--- src/rtl/alu32_serial_addsub.sv ---
// Serial add/subtract unit: one 4-bit CLA slice reused across WIDTH/4 cycles.
// Operands are latched on accept. Each RUN cycle consumes one nibble, LSB first.
// The full result and the N/Z/C/V flags are registered when the final nibble completes.

// 4-bit carry-lookahead slice with taps for the carry into and out of the MSB
module cla4_ov (
  input  logic [3:0] a,
  input  logic [3:0] b,
  input  logic       ci,
  output logic [3:0] s,
  output logic       c3,
  output logic       co
);
  logic [3:0] p, g;
  logic       c1, c2;

  // Flat lookahead equations; c3 is the carry into bit 3 and feeds the overflow tap
  always_comb begin
    p  = a ^ b;
    g  = a & b;
    c1 = g[0] | (p[0] & ci);
    c2 = g[1] | (p[1] & g[0]) | (p[1] & p[0] & ci);
    c3 = g[2] | (p[2] & g[1]) | (p[2] & p[1] & g[0]) | (p[2] & p[1] & p[0] & ci);
    co = g[3] | (p[3] & g[2]) | (p[3] & p[2] & g[1]) | (p[3] & p[2] & p[1] & g[0])
       | (p[3] & p[2] & p[1] & p[0] & ci);
    s  = p ^ {c3, c2, c1, ci};
  end
endmodule

module alu32_serial_addsub #(
  parameter int WIDTH = 32
) (
  input  logic             clk,
  input  logic             reset_n,
  input  logic             i_start,
  input  logic             i_op,
  input  logic [WIDTH-1:0] i_a,
  input  logic [WIDTH-1:0] i_b,
  output logic             o_busy,
  output logic             o_done,
  output logic [WIDTH-1:0] o_result,
  output logic             o_n,
  output logic             o_z,
  output logic             o_c,
  output logic             o_v
);
  localparam int NIB = WIDTH / 4;
  localparam int CW  = (NIB > 1) ? $clog2(NIB) : 1;

  typedef enum logic [1:0] {IDLE = 2'd0, RUN = 2'd1, DONE = 2'd2} state_t;

  state_t           state, state_nxt;
  logic [WIDTH-1:0] a_reg, b_reg, acc;
  logic             carry;
  logic [CW-1:0]    cnt;
  logic [3:0]       sum_nib;
  logic             c3_nib, co_nib;
  logic             accept, last;
  logic [WIDTH-1:0] final_res;

  cla4_ov u_slice (
    .a  (a_reg[3:0]),
    .b  (b_reg[3:0]),
    .ci (carry),
    .s  (sum_nib),
    .c3 (c3_nib),
    .co (co_nib)
  );

  // A new op may start from IDLE or from the DONE cycle (back-to-back), never mid-RUN
  always_comb begin
    accept    = i_start && (state != RUN);
    last      = (state == RUN) && (cnt == CW'(NIB - 1));
    final_res = {sum_nib, acc[WIDTH-1:4]};
  end

  // State register
  always_ff @(posedge clk or negedge reset_n) begin
    if (!reset_n) state <= IDLE;
    else          state <= state_nxt;
  end

  // Next-state: RUN for exactly NIB cycles, then a single DONE cycle
  always_comb begin
    state_nxt = state;
    case (state)
      IDLE:    if (accept) state_nxt = RUN;
      RUN:     if (last)   state_nxt = DONE;
      DONE:    state_nxt = accept ? RUN : IDLE;
      default: state_nxt = IDLE;
    endcase
  end

  // Operand shifters, carry chain and nibble accumulator.
  // Subtraction is a + ~b + 1: B is inverted on accept and the carry seeds to 1.
  always_ff @(posedge clk or negedge reset_n) begin
    if (!reset_n) begin
      a_reg <= '0;
      b_reg <= '0;
      acc   <= '0;
      carry <= 1'b0;
      cnt   <= '0;
    end else if (accept) begin
      a_reg <= i_a;
      b_reg <= i_b ^ {WIDTH{i_op}};
      carry <= i_op;
      cnt   <= '0;
    end else if (state == RUN) begin
      a_reg <= {4'b0, a_reg[WIDTH-1:4]};
      b_reg <= {4'b0, b_reg[WIDTH-1:4]};
      acc   <= final_res;
      carry <= co_nib;
      cnt   <= cnt + CW'(1);
    end
  end

  // Result and flags change only when the last nibble lands, so partial sums never show
  always_ff @(posedge clk or negedge reset_n) begin
    if (!reset_n) begin
      o_result <= '0;
      o_n      <= 1'b0;
      o_z      <= 1'b0;
      o_c      <= 1'b0;
      o_v      <= 1'b0;
    end else if (last) begin
      o_result <= final_res;
      o_n      <= final_res[WIDTH-1];
      o_z      <= (final_res == '0);
      o_c      <= co_nib;
      o_v      <= c3_nib ^ co_nib;
    end
  end

  // Status outputs decode straight from the state register
  always_comb begin
    o_busy = (state == RUN);
    o_done = (state == DONE);
  end
endmodule
--- config.mk ---
export PLATFORM = sky130hd
export DESIGN_NAME = alu32_serial_addsub
export DESIGN_NICKNAME = d
export VERILOG_FILES = /design/src/rtl/alu32_serial_addsub.sv
export SDC_FILE = /design/constraint.sdc
export NUM_CORES = 1
export LEC_CHECK = 0
export CORE_UTILIZATION = 48
export CTS_BUF_LIST = sky130_fd_sc_hd__clkbuf_4
export CTS_CLUSTER_DIAMETER = 30
export DETAILED_ROUTE_END_ITERATION = 7
export DONT_BUFFER_PORTS = 1
export PLACE_DENSITY = 0.73
export SYNTH_ARGS = -nofsm -noshare
export SYNTH_HDL_FRONTEND = slang
export SYNTH_SLANG_ARGS = --single-unit
--- constraint.sdc ---
create_clock -name clk -period 1.72 [get_ports clk]
set_input_delay 0.344 -clock clk [delete_from_list [all_inputs] [get_ports clk]]
set_output_delay 0.344 -clock clk [all_outputs]
set_load 0.005 [all_outputs]
# ---- After elaboration in Yosys (flattened, before gate mapping)
# Cells that the tools add are included.
dict set report classes {
  addsub 1
  n_mul 0
  div 0
  magnitude_cmp 0
  n_eq_ne 6
  n_shift 0
  n_mux 12
  bitwise 32
  reduce_logical 7
}
# operator count
set ops {}
lappend ops {{32-bit 2-to-1 mux} 4}
lappend ops {{32-bit logical NOT} 1}
lappend ops {{32-bit XOR} 1}
lappend ops {{1-bit bitwise AND} 16}
lappend ops {{1-bit OR} 10}
lappend ops {{4-bit XOR} 2}
lappend ops {{3-bit 2-to-1 mux} 2}
lappend ops {{2-bit one-hot mux with 3 select lines} 1}
lappend ops {{4-bit bitwise AND} 1}
lappend ops {{2-bit 2-to-1 mux} 2}
lappend ops {{2-bit by 1-bit != test with 1-bit output, second input constant} 2}
lappend ops {{2-bit AND reduction} 2}
lappend ops {{3-bit by 1-bit adder with 3-bit output, second input constant} 1}
lappend ops {{3-bit equality test, second input constant} 1}
lappend ops {{1-bit 2-to-1 mux} 3}
lappend ops {{2-bit by 1-bit equality test with 1-bit output, second input constant} 1}
lappend ops {{2-bit equality test, second input constant} 1}
lappend ops {{1-bit logical AND} 2}
lappend ops {{2-bit logical NOT} 1}
lappend ops {{2-bit != test, second input constant} 1}
lappend ops {{2-bit nonzero test} 1}
lappend ops {{1-bit inverter} 1}
lappend ops {{1-bit XOR} 1}
dict set report totals {
  reg_bits 138
  latchBits 0
  mem_bits_rw 0
  rom_bits 0
  memories 0
}

# ---- Longest topological paths before layout
dict set report depth {
  word_depth 8
  mapped_depth 8
  ltp_nobuf 6
}

# ---- Hierarchy
# A second synthesis with hierarchy kept.
dict set report hier_totals {
  cells_unflattened 552
  area_unflattened_um2 6102.1
}
# module instances cells_per_inst area_each_um2
set by_module_without_submodules {}
lappend by_module_without_submodules {alu32_serial_addsub 1 538 5962.0}
lappend by_module_without_submodules {cla4_ov 1 14 140.1}

# ---- Least setup slack after synthesis
# No wires, ideal clock.
dict set report synth_path {
  kind {register to register}
  from {register a_reg[0]}
  to {register o_z}
  setup_time_ns 0.067
  arrival_time_ns 1.554
  required_time_ns 1.653
  setup_slack_ns 0.099
  path_stages_with_launch 7
  path_buffers 0
  synth_period_minus_slack_ns 1.621
  cell_sequence {dfrtp_1 > inv_1 > fa_1 > nor4b_1 > nand4_1 > nor3_1 > a32o_1}
}
dict set report synth_via {
  elab_chain_len 6
}
# element line_no
set synth_rtl {}
lappend synth_rtl {{from (decl)} 53} ;# logic [WIDTH-1:0] a_reg, b_reg, acc;
lappend synth_rtl {{from (signal assigned)} 104} ;# a_reg <= i_a;
lappend synth_rtl {{from (signal assigned)} 109} ;# a_reg <= {4'b0, a_reg[WIDTH-1:4]};
lappend synth_rtl {{4-bit bitwise AND or 4-bit XOR (tied branches)} {20, 19}}
lappend synth_rtl {{1-bit bitwise AND, on equally long branches} {22, 23}}
lappend synth_rtl {{1-bit OR, or another cell as far along} 22} ;# c2 = g[1] | (p[1] & g[0]) | (p[1] & p[0] & ci);
lappend synth_rtl {{1-bit OR, on equally long branches} {22, 23}}
lappend synth_rtl {{4-bit XOR (*)} 26} ;# s = p ^ {c3, c2, c1, ci};
lappend synth_rtl {{32-bit logical NOT (*)} 128} ;# o_z <= (final_res == '0);
lappend synth_rtl {{to (signal assigned)} 128}
lappend synth_rtl {{to (decl)} 43} ;# output logic o_z,
# Mark *: on every way between the ends. The rest lies on a longest branch, timed or not.
# A chain may end at the register's enable or synchronous reset.

# ---- Worst setup path after layout
dict set report layout_path {
  from {register b_reg[0]}
  to {register o_z}
}
dict set report layout_via {
  elab_chain_len 6
}
# element line_no
set layout_rtl {}
lappend layout_rtl {{from (decl)} 53}
lappend layout_rtl {{from (signal assigned)} 105} ;# b_reg <= i_b ^ {WIDTH{i_op}};
lappend layout_rtl {{from (signal assigned)} 110} ;# b_reg <= {4'b0, b_reg[WIDTH-1:4]};
lappend layout_rtl {{4-bit bitwise AND or 4-bit XOR (tied branches)} {20, 19}}
lappend layout_rtl {{1-bit bitwise AND, on equally long branches} {22, 23}}
lappend layout_rtl {{1-bit OR, or another cell as far along} 22}
lappend layout_rtl {{1-bit OR, on equally long branches} {22, 23}}
lappend layout_rtl {{4-bit XOR (*)} 26}
lappend layout_rtl {{32-bit logical NOT (*)} 128}
# Marks and branches as above.

==> out/qor.yml <==
logic_synthesis:
  synth_area_um2: 6170
  seq_area_frac_synth_pct: 53.9
  ys_ff_latch: 133
  yosys.cell_types.count: 37
  ys.warnings.count: 0
  synth_cells: 648
  avgSynthCellArea_um2: 9.53
  synth_fp_nets: 723
sta:
  fin_worst_hold_slack_ns: -0.511
  setup-violations-final: 1
  fin_crit_ns: 1.79
  hold_viol: 133
  slew_headroom_pct: 70.5
  fin_crit_sh_pct: 104
  drv_slew: 0
  worst_pin_slew_ns: 0.438
  setup_ws_ns: -0.0692
  skew_ns: 0.0122
  rsz0062_at_grt: "yes"
  clock.fmax_ghz: 0.559
  tns_ns: -0.0692
global_routing:
  grt_max_degree: 134
  grt_pass1_vias: 4573
  grt_antenna_before_repair: 0
  track_usage_pct: 21.9
  grt_pass1_wl_um: 22100
  grt-ovfl-total: 0
clocking:
  clock_path_buffers: 2
  clk_latency_ns: 0.53
  clk_pin_slew_worst_paths_ns: 0.12
  tritoncts: "yes"
  h-tree-depth: 4
  cts_sinks: 133
  cts_hold_buffers: 43
  root_buffer: "clkbuf_4"
  cts_buffers: 17
die:
  fp.dieW_um: 115
  io_pins: 106
  die-area_um2: 13300
  coreArea_um2: 12600
  die_h_um: 115
  start_util_pct: 49.1
  rows: 41
detailed_routing:
  wirelength_um: 13100
  drt_first_pass_iters: 4
  via_count: 4445
  drt_iter0_markers: 232
  drc: 0
  routedWlPerCell_um: 15.1
  ant_nets: 0
  viasPerCell: 5.11
critical_path:
  r2r_start: "b_reg[0]"
  timing.rr.end: "o_z"
  rrSetupSlack_ns: -0.07
  worstSetupStartpointType: "flop"
  worst-path-max-fanout: 3
  critical_path_arrival_ns: 2.22
  ff2ff_path_depth: 6
  crit_required_ns: 2.15
  critPathKind: "flop to flop"
  endpoint_kind: "flop"
layout:
  stdcell_area_um2: 7080
  fin_util_pct: 56.3
  layout_commonest_cell: "nand2_1"
  nFillCells: 1117
  area_growth_pct: 14.7
  final_cell_mix: "nand2_1, dfrtp_1, o21ai_1"
  diodes: 0
  finalNetCount: 760
  drive_above_1_share_pct: 11.0
power:
  vdd.ir_drop.worst_mv: 0.622
  power.density_nw_per_um2: 1660
  leakage_nw: 3.37
placement:
  dpl-instance-area_um2: 6190
  io_buffers: 0
  place_congestion: 0.848
  detailed_place_hpwl_um: 8130
worst_hold_path:
  hold_class: "input pin to async pin"
flow_run:
  drv_cap: 0
outcome:
  status: "complete, but fails checks"
  violations: "negative hold slack, negative setup slack"
-- layout make-up --
class | count | area [um^2] | area share (%)
repair buffers | 59 | 606 | 8.55
inverters | 6 | 41.3 | 0.583
multi-input cells | 466 | 2530 | 35.8
repair inverters | 2 | 17.5 | 0.247
clock buffers | 17 | 128 | 1.80
well taps | 172 | 215 | 3.04
clock inverters | 15 | 211 | 2.99
flip-flops and latches | 133 | 3330 | 47.0
-- worst max-delay path: stages (launching register included) --
cell      delay, ns
dfrtp_1        0.42
buf_4          0.14
ha_1           0.29
a211oi_2       0.34
nor2_1         0.13
xnor2_2        0.16
a32o_1         0.23
-- per-layer routing --
layer	vias up	routed length (um)	GRT usage, %
met2	119	6650	36.7
met4	0	334	11.2
met5	-	0	0
li1	2188	-	-
met3	25	678	6.01
met1	2113	5470	26.0
-- synthesized netlist by cell type (all sizes together) --
| library cell | instances | area share [%] |
|---|---|---|
| xor2 | 1 | 0.14 |
| nand4b | 1 | 0.14 |
| nor2 | 40 | 2.4 |
| nand3b | 1 | 0.32 |
| nand2 | 228 | 14 |
| nor2b | 1 | 0.10 |
| nor4 | 5 | 0.51 |
| o21bai | 1 | 0.30 |
| fa | 1 | 0.32 |
| mux2i | 33 | 5.3 |
| nand2b | 1 | 0.10 |
| o211a | 1 | 0.16 |
| a21oi | 30 | 2.4 |
| nor4b | 1 | 0.14 |
| o22ai | 1 | 0.10 |
| xnor2 | 34 | 5.1 |
| nand4 | 1 | 0.10 |
| nand3 | 1 | 0.081 |
| ha | 6 | 1.2 |
| nor3 | 2 | 0.16 |
| buf | 29 | 4.2 |
| inv | 6 | 0.45 |
| o21ai | 70 | 6.3 |
| dfrtp | 133 | 54 |
| a211oi | 5 | 1.0 |
| clkbuf | 14 | 0.95 |
| a32o | 1 | 0.16 |
-- what timing repair did --
| item | 4_1_cts | 5_1_grt |
|---|---|---|
| endpoints found under the setup margin | 2 | 21 |
| gates cloned | 2 | 0 |
| gates resized for setup | 8 | 5 |
| endpoints found under the hold margin | 174 | 133 |
| pin swaps | 1 | 2 |
| buffers inserted | 2 | 3 |
-- through the flow --
stage,hold WS (ns),total power [mW],std cells,setup slack (ns)
final,-0.511,11.7,870,-0.0692
after global routing,-0.594,12.7,870,-0.153
after CTS,-0.567,11.7,867,-0.0541
after detailed placement,0.0513,8.96,788,-0.156
after global placement,0.0519,8.72,788,0.0338
after floorplan,0.0484,8.25,648,0.0993
-- kinds of logic after synthesis --
family                   share of synthesized area (%)
AND/OR/NAND/NOR                                   18.0
flip-flops                                        53.9
AO/OA/AOI/OAI                                     10.5
buffers and inverters                             5.59
XOR/XNOR                                          5.21
multiplexers                                      5.35
adder cells (fa/ha/maj)                           1.54
-- report_power, final --
part           leakage, nW  total (mW)  internal, mW  switching, mW
sequential            1.71        5.40          4.40           1.01
combinational         1.49        3.88          1.66           2.22
clock                0.167        2.45          1.28           1.17
total                 3.37        11.7          7.33           4.40
-- worst max-delay path by stage --
stage	from	end	slack, ns
final	b_reg[0]	o_z	-0.07
after global routing	b_reg[0]	o_z	-0.15
after CTS	b_reg[0]	o_z	-0.05
after detailed placement	a_reg[0]	o_z	-0.16
after global placement	a_reg[0]	o_z	0.03
after floorplan	a_reg[0]	o_z	0.1
(Power assumes the default switching activity.)
